$ cat config.mk
export PLATFORM = sky130hd
export DESIGN_NAME = mask_index_walker
export DESIGN_NICKNAME = d
export VERILOG_FILES = /design/src/rtl/mask_index_walker.sv
export SDC_FILE = /design/constraint.sdc
export NUM_CORES = 1
export LEC_CHECK = 0
export ABC_AREA = 1
export BUFFER_PORTS_ARGS = -buffer_cell sky130_fd_sc_hd__buf_4
export CAP_MARGIN = 20
export CORE_ASPECT_RATIO = 0.5
export CORE_UTILIZATION = 30
export CTS_BUF_LIST = sky130_fd_sc_hd__clkbuf_4 sky130_fd_sc_hd__clkbuf_8
export DETAILED_ROUTE_END_ITERATION = 10
export GPL_TIMING_DRIVEN = 0
export SETUP_SLACK_MARGIN = 0.4
export SLEW_MARGIN = 20
export SYNTH_ARGS = -nofsm -noshare
export SYNTH_HDL_FRONTEND = slang
export SYNTH_SLANG_ARGS = --single-unit
$ cat constraint.sdc
create_clock -name clk -period 2.2 [get_ports clk]
set_input_delay 0.44 -clock clk [delete_from_list [all_inputs] [get_ports clk]]
set_output_delay 0.44 -clock clk [all_outputs]
set_load 0.05 [all_outputs]
$ cat src/rtl/mask_index_walker.sv
// -----------------------------------------------------------------------------
// mask_index_walker
//
// Accepts a bit mask and emits the index of every set bit, highest index
// first, one index per accepted output beat. Each beat priority-encodes the
// highest set bit of the remaining mask and clears it once the beat is taken.
//
// Ports:
//   clk        system clock, all state updates on the rising edge
//   rst        synchronous, active-high reset (priority over everything)
//   in_valid   producer presents in_mask
//   in_ready   walker can accept a mask (high in IDLE)
//   in_mask    mask to walk
//   flush      synchronous abort of the current walk (ignored in IDLE)
//   out_valid  out_index is valid (WALK and no flush)
//   out_ready  consumer accepts out_index
//   out_index  index of the highest set bit of the remaining mask
//   out_last   current beat is the final set bit of this mask
//   out_seq    ordinal of the current beat within the walk (0 = first)
//   done       one-cycle pulse, walk complete (also for an all-zero mask)
//   busy       high while walking
// -----------------------------------------------------------------------------
module mask_index_walker #(
  parameter  int BIT_WIDTH = 16,
  localparam int IDX_WIDTH = $clog2(BIT_WIDTH)
) (
  input  logic                 clk,
  input  logic                 rst,
  input  logic                 in_valid,
  output logic                 in_ready,
  input  logic [BIT_WIDTH-1:0] in_mask,
  input  logic                 flush,
  output logic                 out_valid,
  input  logic                 out_ready,
  output logic [IDX_WIDTH-1:0] out_index,
  output logic                 out_last,
  output logic [IDX_WIDTH-1:0] out_seq,
  output logic                 done,
  output logic                 busy
);

  typedef enum logic {
    S_IDLE = 1'b0,
    S_WALK = 1'b1
  } state_t;

  state_t               r_state;
  logic [BIT_WIDTH-1:0] r_mask;
  logic [IDX_WIDTH-1:0] r_seq;
  logic                 r_done;

  state_t               w_state_next;
  logic [BIT_WIDTH-1:0] w_mask_next;
  logic [IDX_WIDTH-1:0] w_seq_next;
  logic                 w_done_next;

  logic                 w_in_walk;
  logic [IDX_WIDTH-1:0] w_top_idx;
  logic                 w_one_hot;
  logic [BIT_WIDTH-1:0] w_top_bit;

  // Priority encoder: scanning upward lets the highest set bit win.
  // NOTE: every variable assigned in an always_comb gets a default first so
  // no path leaves it unassigned, which would otherwise infer a latch.
  always_comb begin
    w_top_idx = '0;
    for (int i = 0; i < BIT_WIDTH; i++) begin
      if (r_mask[i]) w_top_idx = IDX_WIDTH'(i);
    end
  end

  // Exactly one bit set: non-zero and clearing the lowest set bit leaves zero.
  assign w_one_hot = (r_mask != '0) &&
                     ((r_mask & (r_mask - BIT_WIDTH'(1))) == '0);
  assign w_top_bit = BIT_WIDTH'(1) << w_top_idx;

  assign w_in_walk = (r_state == S_WALK);

  // Outputs are combinational from registered state, so they hold under stall.
  assign in_ready  = !w_in_walk;
  assign busy      = w_in_walk;
  assign out_valid = w_in_walk && !flush;
  assign out_index = w_in_walk ? w_top_idx : '0;
  assign out_last  = w_in_walk && w_one_hot;
  assign out_seq   = w_in_walk ? r_seq : '0;
  assign done      = r_done;

  always_comb begin
    w_state_next = r_state;
    w_mask_next  = r_mask;
    w_seq_next   = r_seq;
    w_done_next  = 1'b0;

    unique case (r_state)
      S_IDLE: begin
        if (in_valid) begin
          if (in_mask != '0) begin
            w_state_next = S_WALK;
            w_mask_next  = in_mask;
            w_seq_next   = '0;
          end else begin
            // Nothing to walk: report completion without any output beats.
            w_done_next = 1'b1;
          end
        end
      end

      S_WALK: begin
        if (flush) begin
          // Abort drops the walk silently; out_valid is already forced low.
          w_state_next = S_IDLE;
          w_mask_next  = '0;
          w_seq_next   = '0;
        end else if (out_ready) begin
          w_mask_next = r_mask & ~w_top_bit;
          w_seq_next  = r_seq + 1'b1;
          if (w_one_hot) begin
            w_state_next = S_IDLE;
            w_done_next  = 1'b1;
          end
        end
      end

      default: begin
        w_state_next = S_IDLE;
      end
    endcase
  end

  // NOTE: sequential state uses non-blocking assignments so every register
  // samples the pre-edge values, independent of statement order.
  always_ff @(posedge clk) begin
    if (rst) begin
      r_state <= S_IDLE;
      r_mask  <= '0;
      r_seq   <= '0;
      r_done  <= 1'b0;
    end else begin
      r_state <= w_state_next;
      r_mask  <= w_mask_next;
      r_seq   <= w_seq_next;
      r_done  <= w_done_next;
    end
  end

endmodule

After elaboration in Yosys (flattened, before gate mapping)
Index checks and enable logic that the tools add are counted.
W data, S select, Z words.
{"block": "classes", "add_sub_neg": 2, "n_eq_ne": 3, "shift": 1, "mux": 39, "n_bitwise": 4, "reduce_logical": 9}
{"cell": "$mux W4", "count": 19}
{"cell": "$mux W16", "count": 4}
{"cell": "$and A16 B16 Y16", "count": 2}
{"cell": "$pmux W16 S2", "count": 1}
{"cell": "$reduce_bool A16 Y1", "count": 2}
{"cell": "$logic_not A16 Y1", "count": 1}
{"cell": "$not A16 Y16", "count": 1}
{"cell": "$shl A1 B4 Y16 const A", "count": 1}
{"cell": "$sub A16 B1 Y16 const B", "count": 1}
{"cell": "$mux W1", "count": 11}
{"cell": "$pmux W4 S2", "count": 1}
{"cell": "$add A4 B1 Y4 const B", "count": 1}
{"cell": "$ne A2 B2 Y1 const B", "count": 2}
{"cell": "$pmux W1 S2", "count": 2}
{"cell": "$logic_and A1 B1 Y1", "count": 3}
{"cell": "$ne A3 B3 Y1 const B", "count": 1}
{"cell": "$reduce_and A3 Y1", "count": 1}
{"cell": "$logic_not A1 Y1", "count": 2}
{"cell": "$mux W2", "count": 1}
{"cell": "$not A1 Y1", "count": 1}
{"block": "totals", "reg_bits": 22, "in_bits": 21, "output_inout_bits": 13, "word_cells": 62}

Depth between registers and ports, before layout
Gate-level depths: netlist of the first run.
{"block": "logic_depth", "ltp_word": 21, "mapped_depth": 18, "ltp_nobuf": 18}

Worst setup path before layout of the first run
Ideal clock, no wire load.
{"block": "synth_path", "path_kind": "flip-flop to output port", "from": "register r_state (netlist: busy)", "to": "output out_index[0]", "t_arrival_ns": 2.195, "required_time_ns": 1.760, "setup_slack_ns": -0.435, "stages_incl_launch_ff": 5, "n_path_buf": 2, "path_cell_list": "dfxtp_1 inv_2 clkbuf_1 buf_1 nor2_1"}
{"block": "synth_via", "elab_chain_len": 1}
{"element": "start, declared", "line": "47", "source": "state_t r_state;"}
{"element": "start signal, assigned", "line": "139", "source": "r_state <= w_state_next;"}
{"element": "$mux W4", "line": "83", "source": "assign out_index = w_in_walk ? w_top_idx : '0;"}
{"element": "end, declared", "line": "35", "source": "output logic [IDX_WIDTH-1:0] out_index,"}
Every way passes these cells.

Worst setup path after layout of the first run
{"block": "layout_path", "from": "register r_mask[0]", "to": "output out_last"}
{"block": "layout_via", "elab_chain_len": 5, "word_cells_on_any_way": 6, "cone_classes": "1 x add/sub; 1 x bitwise; 4 x reduce/logical"}
{"element": "start, declared", "line": "48", "source": "logic [BIT_WIDTH-1:0] r_mask;"}
{"element": "start signal, assigned", "line": "140", "source": "r_mask <= w_mask_next;"}
{"element": "$sub A16 B1 Y16", "line": "74", "source": "((r_mask & (r_mask - BIT_WIDTH'(1))) == '0);"}
{"element": "$and A16 B16 Y16", "line": "74"}
{"element": "$logic_not A16 Y1", "line": "74"}
{"element": "$logic_and A1 B1 Y1 (*)", "line": "73", "source": "assign w_one_hot = (r_mask != '0) &&"}
{"element": "$logic_and A1 B1 Y1 (*)", "line": "84", "source": "assign out_last = w_in_walk && w_one_hot;"}
{"element": "end, declared", "line": "36", "source": "output logic out_last,"}
Mark *: on every way between the ends. The rest lies on a longest branch, timed or not.

==> run metrics, run 1 <==
Fin Clk Skew=between 0.0015 and 0.002 ns; clock buffer depth=2; failing checks=negative setup slack; Setup crit start=r_mask[0]$_SDFFE_PP0P_; RR Startpoint=r_mask[0]$_SDFFE_PP0P_; crit end category=primary output; reg-to-reg slack, setup=0.19 ns; #FFs+latches synth=22; die area=5610 sq um; most common cell after layout, fill and taps aside=buf_4; period utilisation layout=118%; first-pass GRT wire length=8560 um; share of layout cells above drive strength 1=52.5%; vias in the first global route=1,728; Total GRT Usage=a little over 20%; clk_lat worst skew=0.27 ns; I/O pin count=34; cell count after synthesis=~250; Max FO, Critical Path=3; CTS Hold Bufs=0; Worst path max stage delay=about 0.33 ns; crit-path cells=or2_4, nor2_8, nand2_4, o21ai_0, o2111ai_2, nor3_2, nand2_2, nor2_4, buf_8; drc violations=0; Slowest cell on crit path=dfxtp_2; root buf cell=clkbuf_8; RSZ-0062 raised after global routing=true; final core occ=53.4%; status=finished, violations left; wire length per cell=16.2 um; worst hold-check path type=in2reg; overall power=1.81 mW; Critical Path AT=2.17 ns; CTS sink count=22; Die X=105 um; largest net degree at the start of global routing=14; Req. time, crit path=1.76 ns; critical path type=reg2out; Post-Syn Area=approximately 1600 sq um; worst reg2reg path depth=12; startpoint types=flop; maximum clock frequency=between 300 and 400 MHz; crit path to=out_last; Clk pin slew, worst setup/hold paths=0.09 ns; Core ar.=5020 sq um; IO buf count=33; final setup violation count=3; Die Ht=about 53 um; HP Start=rst; Layout area overhead=68.6%; Fill cells=459; worst slew pin tran=around 0.44 ns; # H-tree levels=1; hpwl dp=roughly 3900 um; Setup Slack @ Placement=-0.185 ns; placer congestion estimate=around 0.96; syn_area_per_cell=6.46 sq um; post-synth cell types=38; cell area power density=675 nW/um^2; CTS Buf Count=3; Max IR drop VDD=between 0.3 and 0.4 mV; setup ws final=-0.407 ns; Ant. Diodes=0; sequential-to-total area share from yosys stat=about 28%; Detail Route Antenna Nets=0; detailed-route via count=2,059; DRT iter0 DRCs=roughly 150; Routed WL=between 6000 and 7000 um; Remaining Overflow, GRT=0; DR vias/cell=between 5 and 6; Lkg Pwr=1.12 nW; Final Hold Viols=0; first-pass iteration count of the detailed router=5; row count=18; critical register-to-register path endpoint=done$_SDFF_PP0_; TritonCTS clock tree=yes; fin nets=~340; Final Max Tran Viols=0; initial antenna violation count=0; Slew headroom=70.4%; most frequent cells in the layout=buf_4, nand2_1, a21oi_1; synthesized net count=268; Final min period=2.61 ns; Initial Util=31.7%; Max Cap Violations=0; Synth Warn #=0
[worst min path at each step]
stage                                    endpoint  depth (start not counted)
after floorplan             r_seq[0]$_SDFFE_PP0P_                          2
after global placement      r_seq[0]$_SDFFE_PP0P_                          2
after detailed placement    r_seq[0]$_SDFFE_PP0P_                          2
after CTS                         busy$_SDFF_PP0_                          2
after global routing      r_mask[15]$_SDFFE_PP0P_                          2
final                     r_mask[14]$_SDFFE_PP0P_                          2
[layer usage]
layer  part of all wire [%]  vias up  track usage (%)
li1                       -      967                -
met1                     44      965             26.6
met2                     46      104             33.4
met3                    6.8       23             3.69
met4                    3.3        0             8.22
met5                      0        -                0
[worst max-delay path: cells and delay by family, from the launching register on]
kind                   cells  cell delay, ns
buffers and inverters      1            0.15
and+or+nand+nor            6            1.03
DFF                        1            0.33
AOI/OAI and AO/OA          2            0.37
[metrics by stage]
step / TNS [ns] / cells / cell area (sq um) / hold WS (ns)
floorplan: 0 / 246 / 1630 / 0.467
global placement: -0.193 / 349 / 1970 / 0.487
detailed placement: -0.225 / 349 / 1970 / 0.503
CTS: -0.517 / 368 / 2310 / 0.361
global route: -0.868 / 384 / 2680 / 0.360
finish: -0.599 / 384 / 2680 / 0.363
[area by class of cell]
type                       instances  area (sq um)  area share (%)
sequential                        22           479            17.9
multi-input combinational        185          1250            46.8
timing repair buffer              64           571            21.3
clock buffer                       3          41.3            1.54
tap                               70          87.6            3.27
clock inverter                     1          30.0            1.12
buffer                             7          67.6            2.52
inverter                          32           151            5.65
[logic make-up after synthesis]
kind of cell | synth area share (%)
buffers and inverters | 11.6
DFF | 27.7
AOI/OAI and AO/OA | 20.2
and+or+nand+nor | 38.4
adders and majority gates | 1.49
xor gates and xnor gates | 0.551
[registers in the layout, indices dropped and copies added (netlist names)]
name / flops
done: 1
busy: 1
r_seq: 4
r_mask: 16
[report_power, final]
| group | switching, mW | leakage (nW) | internal [mW] |
|---|---|---|---|
| sequential | 0.0556 | 0.189 | 0.434 |
| clock | 0.156 | 0.0357 | 0.244 |
| combinational | 0.523 | 0.895 | 0.396 |
[cell usage after synthesis]
library cell / n / area share, %
a21oi_2: 1 / 0.55
o2111ai_1: 2 / 1.1
inv_2: 10 / 2.4
nand2_1: 48 / 11
nand3_1: 18 / 5.7
a21oi_1: 35 / 11
o21ai_0: 16 / 5.0
inv_1: 19 / 4.5
o211ai_1: 1 / 0.47
ha_1: 1 / 0.79
nand2_2: 3 / 1.2
nor3_2: 2 / 1.3
nor4_1: 4 / 1.6
nor3_4: 1 / 1.0
buf_2: 1 / 0.31
o21bai_1: 2 / 0.94
maj3_2: 1 / 0.71
nor3_1: 2 / 0.63
dfxtp_1: 22 / 28
nand3_2: 2 / 1.3
bufinv_8: 2 / 2.2
nor2_1: 26 / 6.1
nor2_4: 1 / 0.71
buf_1: 1 / 0.24
and3_1: 1 / 0.39
inv_4: 1 / 0.39
and2_1: 1 / 0.39
o31ai_1: 1 / 0.47
xor2_1: 1 / 0.55
nand4_2: 1 / 0.79
nand2_4: 1 / 0.71
buf_6: 1 / 0.71
o21ai_1: 2 / 0.63
nor2_2: 1 / 0.39
nor2_8: 1 / 1.3
nand4_1: 8 / 3.1
or2_4: 1 / 0.55
clkbuf_1: 4 / 0.94
[timing repair]
item | 4_1_cts | 5_1_grt
resized for setup | 53 | 68
pin swaps | 17 | 25
setup endpoints to repair | 19 | 25
setup buffers | 15 | 16
No activity file was read; power rests on OpenSTA's default activity.
==> run 2, diff against run 1 <==
--- a/config.mk
+++ b/config.mk
@@ -9,10 +9,11 @@
 export BUFFER_PORTS_ARGS = -buffer_cell sky130_fd_sc_hd__buf_4
 export CAP_MARGIN = 20
 export CORE_ASPECT_RATIO = 0.5
-export CORE_UTILIZATION = 30
+export CORE_UTILIZATION = 55
 export CTS_BUF_LIST = sky130_fd_sc_hd__clkbuf_4 sky130_fd_sc_hd__clkbuf_8
 export DETAILED_ROUTE_END_ITERATION = 10
 export GPL_TIMING_DRIVEN = 0
+export PLACE_DENSITY = 0.8
 export SETUP_SLACK_MARGIN = 0.4
 export SLEW_MARGIN = 20
 export SYNTH_ARGS = -nofsm -noshare
==> run metrics, run 2 <==
status=aborted with a tool error; failing step=global routing (5_1_grt); Err=[ERROR DPL-0033] detailed placement checks failed during check placement.; synthesized net count=268; CTS Hold Bufs=0; row count=13; Initial Util=about three fifths; cell count after synthesis=between 200 and 250; Die Ht=40.0 um; # H-tree levels=1; most frequent cell after synthesis=nand2_1; IO buf count=33; root buf cell=clkbuf_8; hpwl dp=between 3000 and 4000 um; Synth Warn #=0; post-synth cell types=38; syn_area_per_cell=approximately 6.5 sq um; post-synth top area share=27.7%; #FFs+latches synth=22; I/O pin count=34; CTS sink count=22; Synth top cells by count=nand2_1, a21oi_1, nor2_1, dfxtp_1, inv_1; area leader, netlist=dfxtp_1; clock buffer depth=2; GRT repair_timing worst endpoint=out_last; Die X=78.0 um; placer congestion estimate=0.970; largest net degree at the start of global routing=14; number of flops mapped to enable cells by yosys=0; WEP type=output port; Post-Syn Area=1590 sq um; initial antenna violation count=0; asr flop ratio synth=0%; sequential-to-total area share from yosys stat=between 20 and 30%; CTS Buf Count=3; largest cells by area after synthesis=dfxtp_1, nand2_1, a21oi_1, nor2_1, nand3_1; Primary FF master, synth=dfxtp_1
==> run 2: cell families after synthesis <==
| kind of cell | count (synthesis) | synth area share (%) |
|---|---|---|
| AND/OR/NAND/NOR | 122 | 38.4 |
| flip-flops | 22 | 27.7 |
| buffers and inverters | 39 | 11.6 |
| adder cells (fa/ha/maj) | 2 | 1.49 |
| XOR/XNOR | 1 | 0.551 |
| AO/OA/AOI/OAI | 60 | 20.2 |
==> run 2: through the flow <==
step	util, %	TNS (ns)	worst slack, ns	instance area, sq um	std cells
3_3_place_gp	72.3	-0.233	-0.169	1930	316
4_1_cts	87.3	-0.588	-0.418	2330	333
3_5_place_dp	72.3	-0.355	-0.190	1930	316
2_1_floorplan	-	0	0.0918	1630	246
==> run 2: timing repair <==
| action | in CTS |
|---|---|
| gates resized for setup | 69 |
| pin swaps | 21 |
| setup endpoints to repair | 25 |
| buffers inserted | 13 |
==> run 3, diff against run 2 <==
--- a/config.mk
+++ b/config.mk
@@ -8,13 +8,10 @@
 export ABC_AREA = 1
 export BUFFER_PORTS_ARGS = -buffer_cell sky130_fd_sc_hd__buf_4
 export CAP_MARGIN = 20
-export CORE_ASPECT_RATIO = 0.5
-export CORE_UTILIZATION = 55
-export CTS_BUF_LIST = sky130_fd_sc_hd__clkbuf_4 sky130_fd_sc_hd__clkbuf_8
+export CORE_UTILIZATION = 40
 export DETAILED_ROUTE_END_ITERATION = 10
 export GPL_TIMING_DRIVEN = 0
-export PLACE_DENSITY = 0.8
-export SETUP_SLACK_MARGIN = 0.4
+export PLACE_DENSITY_LB_ADDON = 0.15
 export SLEW_MARGIN = 20
 export SYNTH_ARGS = -nofsm -noshare
 export SYNTH_HDL_FRONTEND = slang
==> run metrics, run 3 (synthesis gave the netlist of run 1 again) <==
biggest registers after layout=r_mask x16, r_seq x4; period utilisation layout=112%; Routed WL=4740 um; startpoint types=flop; Max Cap Violations=0; detailed-route via count=1,786; Die X=65.1 um; share of layout cells above drive strength 1=between 30% and 40%; most frequent cells in the layout=nand2_1, buf_4, a21oi_1; cell area power density=663 nW/um^2; wire length per cell=14.0 um; critical path type=reg2out; Core ar.=3740 sq um; most common cell after layout, fill and taps aside=nand2_1; Detail Route Antenna Nets=0; Remaining Overflow, GRT=0; crit path to=out_last; worst slew pin tran=0.658 ns; Initial Util=~42%; root buf cell=clkbuf_8; DR vias/cell=5.27; HP Start=rst; CTS Buf Count=3; RR Startpoint=r_mask[12]$_SDFFE_PP0P_; crit end category=primary output; placer congestion estimate=0.884; critical register-to-register path endpoint=r_mask[0]$_SDFFE_PP0P_; Clk pin slew, worst setup/hold paths=0.09 ns; clock buffer depth=2; setup ws final=-0.275 ns; row count=22; first-pass GRT wire length=7780 um; placed inst area=1940 sq um; reg-to-reg slack, setup=roughly 0.27 ns; hpwl dp=between 3000 and 4000 um; Placed Cells incl. Taps=327; CTS sink count=22; Max FO, Critical Path=3; vias in the first global route=about 1,600; Total GRT Usage=24.3%; Final min period=2.47 ns; Lkg Pwr=0.930 nW; Biggest register=r_mask; drc violations=0; Fin Clk Skew=0.00145 ns; failing checks=negative setup slack; RSZ-0062 raised after global routing=true; Final Max Tran Viols=0; Final Hold Viols=0; Req. time, crit path=1.76 ns; Final Non-Filler Cells=339; final setup violation count=2; final core occ=between 50% and 60%; I/O pin count=34; Critical Path AT=2.03 ns; Layout area overhead=33.7%; die area=between 4000 and 5000 sq um; largest net degree at the start of global routing=13; Slew headroom=56.1%; # H-tree levels=1; Max IR drop VDD=0.343 mV; overall power=~1.4 mW; status=finished, violations left; Ant. Diodes=0; Setup crit start=r_mask[1]$_SDFFE_PP0P_; first-pass iteration count of the detailed router=4; Finished Cell Area=between 2000 and 2500 sq um; TritonCTS clock tree=yes; worst reg2reg path depth=6; initial antenna violation count=0; worst hold-check path type=in2reg; maximum clock frequency=404 MHz; max reg flops=16; clk_lat worst skew=about 0.27 ns; DRT iter0 DRCs=109; fin nets=314; Die Ht=65.1 um; IO buf count=33
run 3: worst min path at each step:
stage | cells past startpoint | to
floorplan | 2 | r_seq[0]$_SDFFE_PP0P_
global placement | 2 | r_seq[0]$_SDFFE_PP0P_
detailed placement | 2 | r_seq[0]$_SDFFE_PP0P_
CTS | 2 | busy$_SDFF_PP0_
global route | 2 | r_mask[15]$_SDFFE_PP0P_
finish | 2 | r_mask[15]$_SDFFE_PP0P_
run 3: report_power, final:
part           internal, mW  total [mW]  switching [mW]
Clock                 0.160       0.304           0.144
Combinational         0.240       0.627           0.388
Sequential            0.434       0.477          0.0437
Total                 0.833        1.41           0.576
run 3: critical path, cell delays in order (launching register included):
cell	delay, ns
dfxtp_2	0.33
or2_4	0.28
nor2_8	0.12
nand2_4	0.07
nor2_4	0.09
nand4_2	0.09
nand2_1	0.09
o2111ai_2	0.13
nor3_4	0.21
nand2_2	0.10
nor2_4	0.09
buf_6	0.16
run 3: stage by stage:
stage / setup WS, ns / hold WS (ns) / setup TNS [ns]
global placement: -0.109 / 0.494 / -0.148
finish: -0.275 / 0.386 / -0.302
detailed placement: -0.117 / 0.498 / -0.156
global route: -0.350 / 0.393 / -0.621
floorplan: 0.0821 / 0.467 / 0
CTS: -0.375 / 0.392 / -0.448
run 3: routing by layer:
metal / track usage, % / part of all wire [%] / vias to the layer above
met2: 39.7 / 47 / 54
li1: - / - / 924
met1: 34.5 / 46 / 803
met4: 5.71 / 0.95 / 0
met3: 1.76 / 6.1 / 5
met5: 0 / 0 / -
run 3: final cells by class:
cell class / instances / area, sq um
tap: 48 / 60.1
multi-input combinational: 185 / 1050
clock buffer: 4 / 55.1
sequential: 22 / 450
buffer: 7 / 41.3
fill: 390 / 1620
timing repair buffer: 41 / 315
inverter: 32 / 150
run 3: timing repair:
action,4_1_cts,5_1_grt
buffers inserted,6,2
endpoints found under the setup margin,6,7
pin swaps,10,8
resized for setup,17,13
hold buffers,0,0
